<file path="src/rtl/frame_draw_scheduler.sv">
// Per-frame sequencer: steps the alien-group march, then starts each drawer in turn and
// forwards only the active drawer's pixel writes. Optional per-client watchdog: SCHED_WATCHDOG_EN.
module frame_draw_scheduler #(
  parameter int NUM_CLIENTS     = 3,
  parameter int MOVE_PERIOD     = 30,
  parameter int STEP_X          = 10,
  parameter int STEP_Y          = 10,
  parameter int LEFT_LIMIT      = 120,
  parameter int RIGHT_LIMIT     = 520,
  parameter int Y_LIMIT         = 400,
  parameter int START_X         = 320,
  parameter int START_Y         = 105,
  parameter int WATCHDOG_CYCLES = 400000
) (
  input  logic                      clock,
  input  logic                      reset,
  input  logic                      frame_tick,
  input  logic [NUM_CLIENTS-1:0]    client_done,
  input  logic [10*NUM_CLIENTS-1:0] client_x,
  input  logic [9*NUM_CLIENTS-1:0]  client_y,
  input  logic [4*NUM_CLIENTS-1:0]  client_color,
  input  logic [NUM_CLIENTS-1:0]    client_wr,
  output logic [NUM_CLIENTS-1:0]    client_start,
  output logic [9:0]                fb_x,
  output logic [8:0]                fb_y,
  output logic [3:0]                fb_color,
  output logic                      fb_wr,
  output logic [9:0]                group_x,
  output logic [8:0]                group_y,
  output logic                      busy,
  output logic                      frame_overrun,
  output logic                      invaded,
  output logic                      timeout
);

  localparam int IDX_W = (NUM_CLIENTS > 1) ? $clog2(NUM_CLIENTS) : 1;
  localparam int CNT_W = (MOVE_PERIOD > 1) ? $clog2(MOVE_PERIOD) : 1;
  localparam logic [IDX_W-1:0] LAST_IDX = IDX_W'(NUM_CLIENTS - 1);
  localparam logic [CNT_W-1:0] LAST_CNT = CNT_W'(MOVE_PERIOD - 1);

  typedef enum logic [2:0] {
    S_IDLE, S_MOVE, S_START, S_ARM, S_WAIT, S_NEXT
  } state_t;

  state_t                  r_state;
  logic [IDX_W-1:0]        r_idx;
  logic [CNT_W-1:0]        r_frame_cnt;
  logic                    r_dir_left;
  logic [9:0]              r_group_x;
  logic [8:0]              r_group_y;
  logic [NUM_CLIENTS-1:0]  r_client_start;
  logic                    r_busy;
  logic                    r_overrun;
  logic                    r_invaded;

  // March arithmetic one bit wider than the coordinates so limit tests never wrap.
  logic [10:0] w_x_ext;
  logic [10:0] w_x_right;
  logic        w_hit_right;
  logic        w_hit_left;
  logic [9:0]  w_y_down;

  assign w_x_ext     = {1'b0, r_group_x};
  assign w_x_right   = w_x_ext + 11'(STEP_X);
  assign w_hit_right = (w_x_right > 11'(RIGHT_LIMIT));
  assign w_hit_left  = (w_x_ext < 11'(LEFT_LIMIT + STEP_X));
  assign w_y_down    = {1'b0, r_group_y} + 10'(STEP_Y);

`ifdef SCHED_WATCHDOG_EN
  localparam int WD_W = $clog2(WATCHDOG_CYCLES + 1);
  logic [WD_W-1:0] r_wd_cnt;
  logic            r_timeout;
  assign timeout = r_timeout;
`else
  logic w_unused_wd;
  assign w_unused_wd = (WATCHDOG_CYCLES == 0);
  assign timeout     = 1'b0;
`endif

  always_ff @(posedge clock) begin
    if (reset) begin
      r_state        <= S_IDLE;
      r_idx          <= '0;
      r_frame_cnt    <= '0;
      r_dir_left     <= 1'b0;
      r_group_x      <= 10'(START_X);
      r_group_y      <= 9'(START_Y);
      r_client_start <= '0;
      r_busy         <= 1'b0;
      r_overrun      <= 1'b0;
      r_invaded      <= 1'b0;
`ifdef SCHED_WATCHDOG_EN
      r_wd_cnt       <= '0;
      r_timeout      <= 1'b0;
`endif
    end else begin
      r_client_start <= '0;
      if (frame_tick && (r_state != S_IDLE)) r_overrun <= 1'b1;
      case (r_state)
        S_IDLE: begin
          if (frame_tick) begin
            r_state <= S_MOVE;
            r_busy  <= 1'b1;
          end
        end
        S_MOVE: begin
          if (r_frame_cnt == LAST_CNT) begin
            r_frame_cnt <= '0;
            if (!r_invaded) begin
              if ((r_dir_left && w_hit_left) || (!r_dir_left && w_hit_right)) begin
                r_group_y  <= w_y_down[8:0];
                r_dir_left <= !r_dir_left;
                if (w_y_down >= 10'(Y_LIMIT)) r_invaded <= 1'b1;
              end else if (r_dir_left) begin
                r_group_x <= r_group_x - 10'(STEP_X);
              end else begin
                r_group_x <= w_x_right[9:0];
              end
            end
          end else begin
            r_frame_cnt <= r_frame_cnt + 1'b1;
          end
          r_idx             <= '0;
          r_client_start[0] <= 1'b1;
          r_state           <= S_START;
        end
        S_START: begin
`ifdef SCHED_WATCHDOG_EN
          r_wd_cnt <= '0;
`endif
          r_state <= S_ARM;
        end
        S_ARM: begin
          // Done from the previous frame may still be high here; it is not trusted.
`ifdef SCHED_WATCHDOG_EN
          r_wd_cnt <= r_wd_cnt + 1'b1;
`endif
          r_state <= S_WAIT;
        end
        S_WAIT: begin
`ifdef SCHED_WATCHDOG_EN
          r_wd_cnt <= r_wd_cnt + 1'b1;
          if (client_done[r_idx]) begin
            r_state <= S_NEXT;
          end else if (r_wd_cnt == WD_W'(WATCHDOG_CYCLES - 1)) begin
            r_timeout <= 1'b1;
            r_state   <= S_NEXT;
          end
`else
          if (client_done[r_idx]) r_state <= S_NEXT;
`endif
        end
        S_NEXT: begin
          if (r_idx == LAST_IDX) begin
            r_state <= S_IDLE;
            r_busy  <= 1'b0;
          end else begin
            r_idx                          <= r_idx + 1'b1;
            r_client_start[r_idx + 1'b1]   <= 1'b1;
            r_state                        <= S_START;
          end
        end
        default: r_state <= S_IDLE;
      endcase
    end
  end

  // Framebuffer port is a pure mux of the active client during its draw window.
  always_comb begin
    fb_x     = '0;
    fb_y     = '0;
    fb_color = '0;
    fb_wr    = 1'b0;
    if ((r_state == S_ARM) || (r_state == S_WAIT)) begin
      fb_x     = client_x[r_idx*10 +: 10];
      fb_y     = client_y[r_idx*9 +: 9];
      fb_color = client_color[r_idx*4 +: 4];
      fb_wr    = client_wr[r_idx];
    end
  end

  assign client_start  = r_client_start;
  assign group_x       = r_group_x;
  assign group_y       = r_group_y;
  assign busy          = r_busy;
  assign frame_overrun = r_overrun;
  assign invaded       = r_invaded;

endmodule
</file>
<file path="config.mk">
export PLATFORM = sky130hd
export DESIGN_NAME = frame_draw_scheduler
export DESIGN_NICKNAME = d
export VERILOG_FILES = /design/src/rtl/frame_draw_scheduler.sv
export SDC_FILE = /design/constraint.sdc
export NUM_CORES = 1
export LEC_CHECK = 0
export ABC_AREA = 1
export CORE_MARGIN = 3
export CORE_UTILIZATION = 45
export DETAILED_ROUTE_END_ITERATION = 12
export GPL_ROUTABILITY_DRIVEN = 0
export PLACE_DENSITY = 0.86
export SYNTH_ARGS = -nofsm -noshare
export SYNTH_HDL_FRONTEND = slang
export SYNTH_SLANG_ARGS = --single-unit
</file>
<file path="constraint.sdc">
create_clock -name clock -period 4.9 [get_ports clock]
set_clock_uncertainty 0.2 [all_clocks]
set_input_delay 0.735 -clock clock [delete_from_list [all_inputs] [get_ports clock]]
set_output_delay 0.735 -clock clock [all_outputs]
set_load 0.01 [all_outputs]
</file>
==> metrics, run 1 <==
status=completed; total of max-cap violations=0; total CTS buffers=5; Post-Synth XOR/XNOR Area=0.03245; met1 Usage GRT=0.2539; most common library cells after synthesis=99 x nor2_1, 91 x nand2_1, 38 x a21oi_1; Worst setup startpoint=r_state[2]$_SDFFE_PP0P_; Die W=83.45 um; Post-Syn Area=2699 sq um; Buf+Inv Stages, Crit Path=2; Die Y=83.45 um; Switch Pwr=191.7 uW; number of DRC markers in iteration 0=140; startpoint types=register; Post-Synth Simple-Gate Area=0.4052; total grt overflow=0; stages on the worst setup path=4; cells on worst reg2reg path=10; ys flop type=dfxtp_1; R2R Path Start=r_state[0]$_SDFFE_PP0P_; core area=5642 sq um; Worst path max stage delay=0.81 ns; die area=6963 sq um; Slew @ Worst Pin=0.9911 ns; post-route worst setup slack=1.597 ns; Nets=652; Final period util=0.6740; Slew Limit Fails=0; hold_sp=busy$_SDFFE_PP0P_; Max Clk Rate=0.3028 GHz; Yosys cell types=38; PortBufs=124; P per Cell Area=173.3 nW/um^2; met2 Use GR=0.4264; Ports=128; Synth warnings=0; EDFF count, synth=0; CP Capture Type=primary output; clock power share=0.310; Filler cells=451; synthesized area per cell=5.971 sq um; Final setup violation count=0; most frequent cell after synthesis=nor2_1; H-Tree Depth=2; P&R area growth vs syn=49.42%; ANT nets after route=0; area share of fa/ha/maj cells after synthesis=0.04172; Post-Syn Instances=452; postcts setup bufs=0; complex-gate fraction of the synthesized area=0.1632; Area contributors post-synth=dfxtp_1 25%, nor2_1 14%, nand2_1 13%; Setup CP Type=register to primary output; top-area cell type share of the netlist area=0.2522; clock sink total=34; Initial Utilization=0.4784; DR pass1 iterations=4; initial antenna violation count=0; vias=3,259; GRT Overall Usage=0.2300; clk slew on worst S/H paths=0.07 ns; crit-path max FO=25; Arr. time, crit path=2.37 ns; Detailed Route WL=8288 um; ant diodes=0; Row Count=27; Worst-Skew Late Latency=0.30 ns; first-pass GRT wire length=13,490 um; CTS tree=done; Area after DPL=3941 sq um; # DRC=0; Place WS=1.786 ns; Fin Setup TNS=0 ns; Worst path slowest cell=o21ai_2; RSZ-0062 raised after global routing=false; Pleak=1.756 nW; share of layout cells above drive strength 1=0.07244; global routing usage on met3=0.06548; routed len/inst=12.99 um; switch share=0.2744; CTS resizes=0; detail-routed via count per cell=5.108; Max IR drop VDD=0.1571 mV; HPWL after DPL=6288 um; register area share after synthesis=0.2522; part of the power in combinational logic=0.269; largest net degree at the start of global routing=31; CP endpoint=fb_x[3]; Cell Int Power=506.9 uW; Seq cells post-synth=34; CTS Hold Bufs=0; Rel. slew slack=0.3392; critical path cell sequence=inv_1, o21ai_2, a21oi_1, clkdlybuf4s50_1; crit path time final=3.303 ns; async set or reset register ratio after synthesis=0; busiest grt layer=met2; area leader, netlist=dfxtp_1; final hold slack=0.2722 ns; Max Root-Sink Buffers=2; cell family with most CP delay=compound AO/OA/AOI/OAI gates; CTS root buf=clkbuf_8; post-route cell area=4033 sq um; final hold vios=0; post-synthesis mux area share=0; Hold/Removal Path Class=register to register; vias in the first global route=3,000; Reg power frac=0.421; FF-to-FF setup slack=2.37 ns; largest family of logic cells by synthesized area=simple AND/OR/NAND/NOR gates; worst reg2reg path endpoint=group_x[7]$_SDFFE_PP0P_; Data required, critical path=3.96 ns
[power by group through the flow]
stage	sequential (mW)	combinational [mW]	clock, mW
floorplan	0.300	0.0767	0
CTS	0.294	0.189	0.217
global placement	0.300	0.184	0
global route	0.296	0.207	0.227
detailed placement	0.300	0.187	0
finish	0.294	0.188	0.217
[metrics by stage]
step / std cells / util / power, mW
CTS: 638 / 0.7148 / 0.6998
finish: 638 / 0.7148 / 0.6987
floorplan: 453 / - / 0.3772
global route: 638 / 0.7148 / 0.7297
global placement: 630 / 0.6986 / 0.4839
detailed placement: 630 / 0.6986 / 0.4873
[how the worst min path moves through the flow]
stage / slack, ns / cells past startpoint / end
after global routing: 0.30 / 2 / busy$_SDFFE_PP0P_
after CTS: 0.27 / 2 / busy$_SDFFE_PP0P_
final: 0.27 / 2 / busy$_SDFFE_PP0P_
after detailed placement: 0.26 / 2 / busy$_SDFFE_PP0P_
after floorplan: 0.27 / 1 / r_state[0]$_SDFFE_PP0P_
after global placement: 0.26 / 2 / busy$_SDFFE_PP0P_
[area by class of cell]
cell class / instances / area [sq um] / area share
Multi-Input combinational cell: 355 / 1749 / 0.4338
Timing Repair Buffer: 127 / 1264 / 0.3134
Sequential cell: 34 / 680.7 / 0.1688
Inverter: 42 / 157.7 / 0.03909
Tap cell: 72 / 90.09 / 0.02234
Clock buffer: 7 / 86.33 / 0.02141
Clock inverter: 1 / 5.005 / 0.001241
[routing by layer]
metal | share of wire | up-vias
li1 | - | 1668
met5 | 0 | -
met2 | 0.51 | 124
met4 | 0.017 | 0
met1 | 0.40 | 1454
met3 | 0.079 | 13
[worst reg2reg max path: stages, from the launching register on]
cell and delay (ns):
dfxtp_1 0.37, inv_2 0.05, nor2_2 0.10, inv_2 0.07, nor2_4 0.17, nand4_2 0.16
nor2_2 0.66, nand3_2 0.40, nand2_1 0.16, inv_1 0.05, nor2_1 0.10
[placed cells by master (no fill, tap or decap), types with 2 or more instances in the layout]
cell,instances
nor3_1,3
xor2_1,7
buf_4,3
nand2_2,7
clkdlybuf4s50_1,124
o31ai_1,2
inv_2,7
dfxtp_1,34
conb_1,3
nand3b_1,3
inv_1,35
ha_1,9
nor2_2,9
nand2_1,91
nand3_1,19
a21oi_1,38
xnor2_1,3
o21ai_0,35
nor2_1,99
nand4_1,11
clkbuf_8,6
nand3_2,2
a31oi_1,2
[kinds of logic after synthesis]
kind of cell	after synthesis
xor gates and xnor gates	10
AOI/OAI and AO/OA	83
and+or+nand+nor	250
buffers and inverters	64
adders and majority gates	9
other	2
DFF	34
[flip-flops by register name, indices dropped and copies added, names as in the netlist, 2 cells and up]
name          count
client_start      3
group_x           9
group_y           8
r_frame_cnt       5
r_idx             2
r_state           3
(Power assumes the default switching activity.)
==> run 2, diff against run 1 <==
Settings changed: CORE_UTILIZATION 45 to 42, PLACE_DENSITY 0.86 to 0.81.
Clock period 4.9 ns to 3.1 ns, I/O delays scaled along.
==> metrics, run 2 (synthesis gave the netlist of run 1 again) <==
status=completed; Fin Setup TNS=0 ns (unchanged); Data required, critical path=2.43 ns (-1.53 ns); Pleak=1.784 nW (+1.6%); clk slew on worst S/H paths=0.07 ns (about the same); CP dominant cell by count=buf_4; Ports=128 (unchanged); Max Root-Sink Buffers=2 (unchanged); clock power share=0.311 (about the same); PortBufs=124 (unchanged); core area=6061 sq um (+7.4%); crit path time final=2.831 ns; total grt overflow=0 (unchanged); commonest cells after routing, fill and taps aside=124 x clkdlybuf4s50_1, 99 x nor2_1, 91 x nand2_1, 38 x a21oi_1; Max IR drop VDD=0.1746 mV (+11%); Die Y=86.16 um (+3.3%); most common cell after layout, fill and taps aside=clkdlybuf4s50_1; Slew @ Worst Pin=0.6677 ns (-0.3234 ns); CTS Hold Bufs=0 (unchanged); Row Count=28 (+3.7%); Final setup violation count=0 (unchanged); total CTS buffers=5 (unchanged); Slew Limit Fails=0 (unchanged); number of flip-flops in the largest register=9 (unchanged); post-route worst setup slack=0.2694 ns (-1.328 ns); Setup CP Type=register to primary output; Max Clk Rate=0.3533 GHz; RSZ-0062 raised after global routing=false; H-Tree Depth=2 (unchanged); Switch Pwr=304.8 uW (+59%); vias in the first global route=3,119 (+4.0%); Place WS=0.5636 ns (-1.222 ns); switch share=0.2752 (+0.0007644); critical path cell sequence=buf_4, nor2_1, buf_4, nand2_1, a21oi_1, clkdlybuf4s50_1; Reg power frac=0.421 (about the same); part of the power in combinational logic=0.268 (about the same); Detailed Route WL=8379 um (+1.1%); Worst-Skew Late Latency=0.29 ns (about the same); share of layout cells above drive strength 1=0.08217 (+0.009730); CTS tree=done; busiest grt layer=met2; postcts setup bufs=0 (unchanged); crit-path max FO=13 (-48%); GRT Overall Usage=0.2261 (-0.003874); global routing usage on met3=0.07205 (+0.006570); clock sink total=34 (unchanged); final hold vios=0 (unchanged); Worst path slowest cell=clkdlybuf4s50_1; Hold/Removal Path Class=register to register; die area=7424 sq um (+6.6%); Final period util=0.9131; number of DRC markers in iteration 0=204 (+46%); initial antenna violation count=0 (unchanged); detail-routed via count per cell=5.107 (about the same); FF-to-FF setup slack=0.73 ns (-1.64 ns); ANT nets after route=0 (unchanged); P per Cell Area=271.4 nW/um^2 (+57%); Rel. slew slack=0.5544 (+0.2152); largest net degree at the start of global routing=27 (-13%); Nets=658 (+0.92%); met1 Usage GRT=0.2641 (+0.01018); hold path depth=2 (unchanged); CTS resizes=0 (unchanged); startpoint types=register; total of max-cap violations=0 (unchanged); Initial Utilization=0.4453 (-0.03308); Die W=86.16 um (+3.3%); CTS root buf=clkbuf_8; CP Capture Type=primary output; vias=3,304 (+1.4%); ant diodes=0 (unchanged); HPWL after DPL=6565 um (+4.4%); met2 Use GR=0.3952 (-0.03115); first-pass GRT wire length=13,810 um (+2.4%); cells on worst reg2reg path=15 (+5); Arr. time, crit path=2.17 ns (-0.20 ns); routed len/inst=12.95 um (-0.31%); Worst path max stage delay=0.57 ns (-0.24 ns); P&R area growth vs syn=51.23%; # DRC=0 (unchanged); Cell Int Power=802.7 uW (+58%); DR pass1 iterations=4 (unchanged)
[run 2: final timing paths]
check | from | end
worst max-delay path | r_idx[0]$_SDFFE_PP0P_ | fb_x[7]
worst min-delay path | busy$_SDFFE_PP0P_ | busy$_SDFFE_PP0P_
worst max register to register | group_x[1]$_SDFFE_PP0P_ | group_y[7]$_SDFFE_PP0P_
worst min register to register | busy$_SDFFE_PP0P_ | busy$_SDFFE_PP0P_
[run 2: worst max-delay path, delay by kind of cell (launching register included)]
family | cells | cell delay [ns]
buffers and inverters | 3 | 1.02
DFF | 1 | 0.43
and+or+nand+nor | 2 | 0.22
AOI/OAI and AO/OA | 1 | 0.20
[run 2: stage by stage]
stage          utilization  std cells  hold WS (ns)  area [sq um]  total power, mW
2_1_floorplan            -        453        0.2710          2703           0.5962
3_3_place_gp        0.6577        639        0.2622          3986           0.7690
3_5_place_dp        0.6577        639        0.2769          3986           0.7741
4_1_cts             0.6734        647        0.2880          4081            1.119
5_1_grt             0.6734        647        0.3362          4081            1.171
6_report            0.6734        647        0.2864          4081            1.108
[run 2: layout make-up]
type / instances / area (sq um)
Clock buffer: 6 / 82.58
Clock inverter: 2 / 12.51
Fill cell: 572 / 1979
Inverter: 42 / 157.7
Multi-Input combinational cell: 355 / 1745
Sequential cell: 34 / 680.7
Tap cell: 75 / 93.84
Timing Repair Buffer: 133 / 1309
[run 2: power by group through the flow]
stage / combinational, mW / sequential [mW] / clock (mW)
after global placement: 0.294 / 0.475 / 0
final: 0.297 / 0.467 / 0.344
after global routing: 0.328 / 0.469 / 0.374
after detailed placement: 0.298 / 0.476 / 0
after floorplan: 0.121 / 0.475 / 0
after CTS: 0.299 / 0.466 / 0.353
[run 2: routing by layer]
layer	part of all wire	wire length [um]
met1	0.41	3453
met2	0.49	4075
met3	0.087	727
met4	0.015	123
met5	0	0
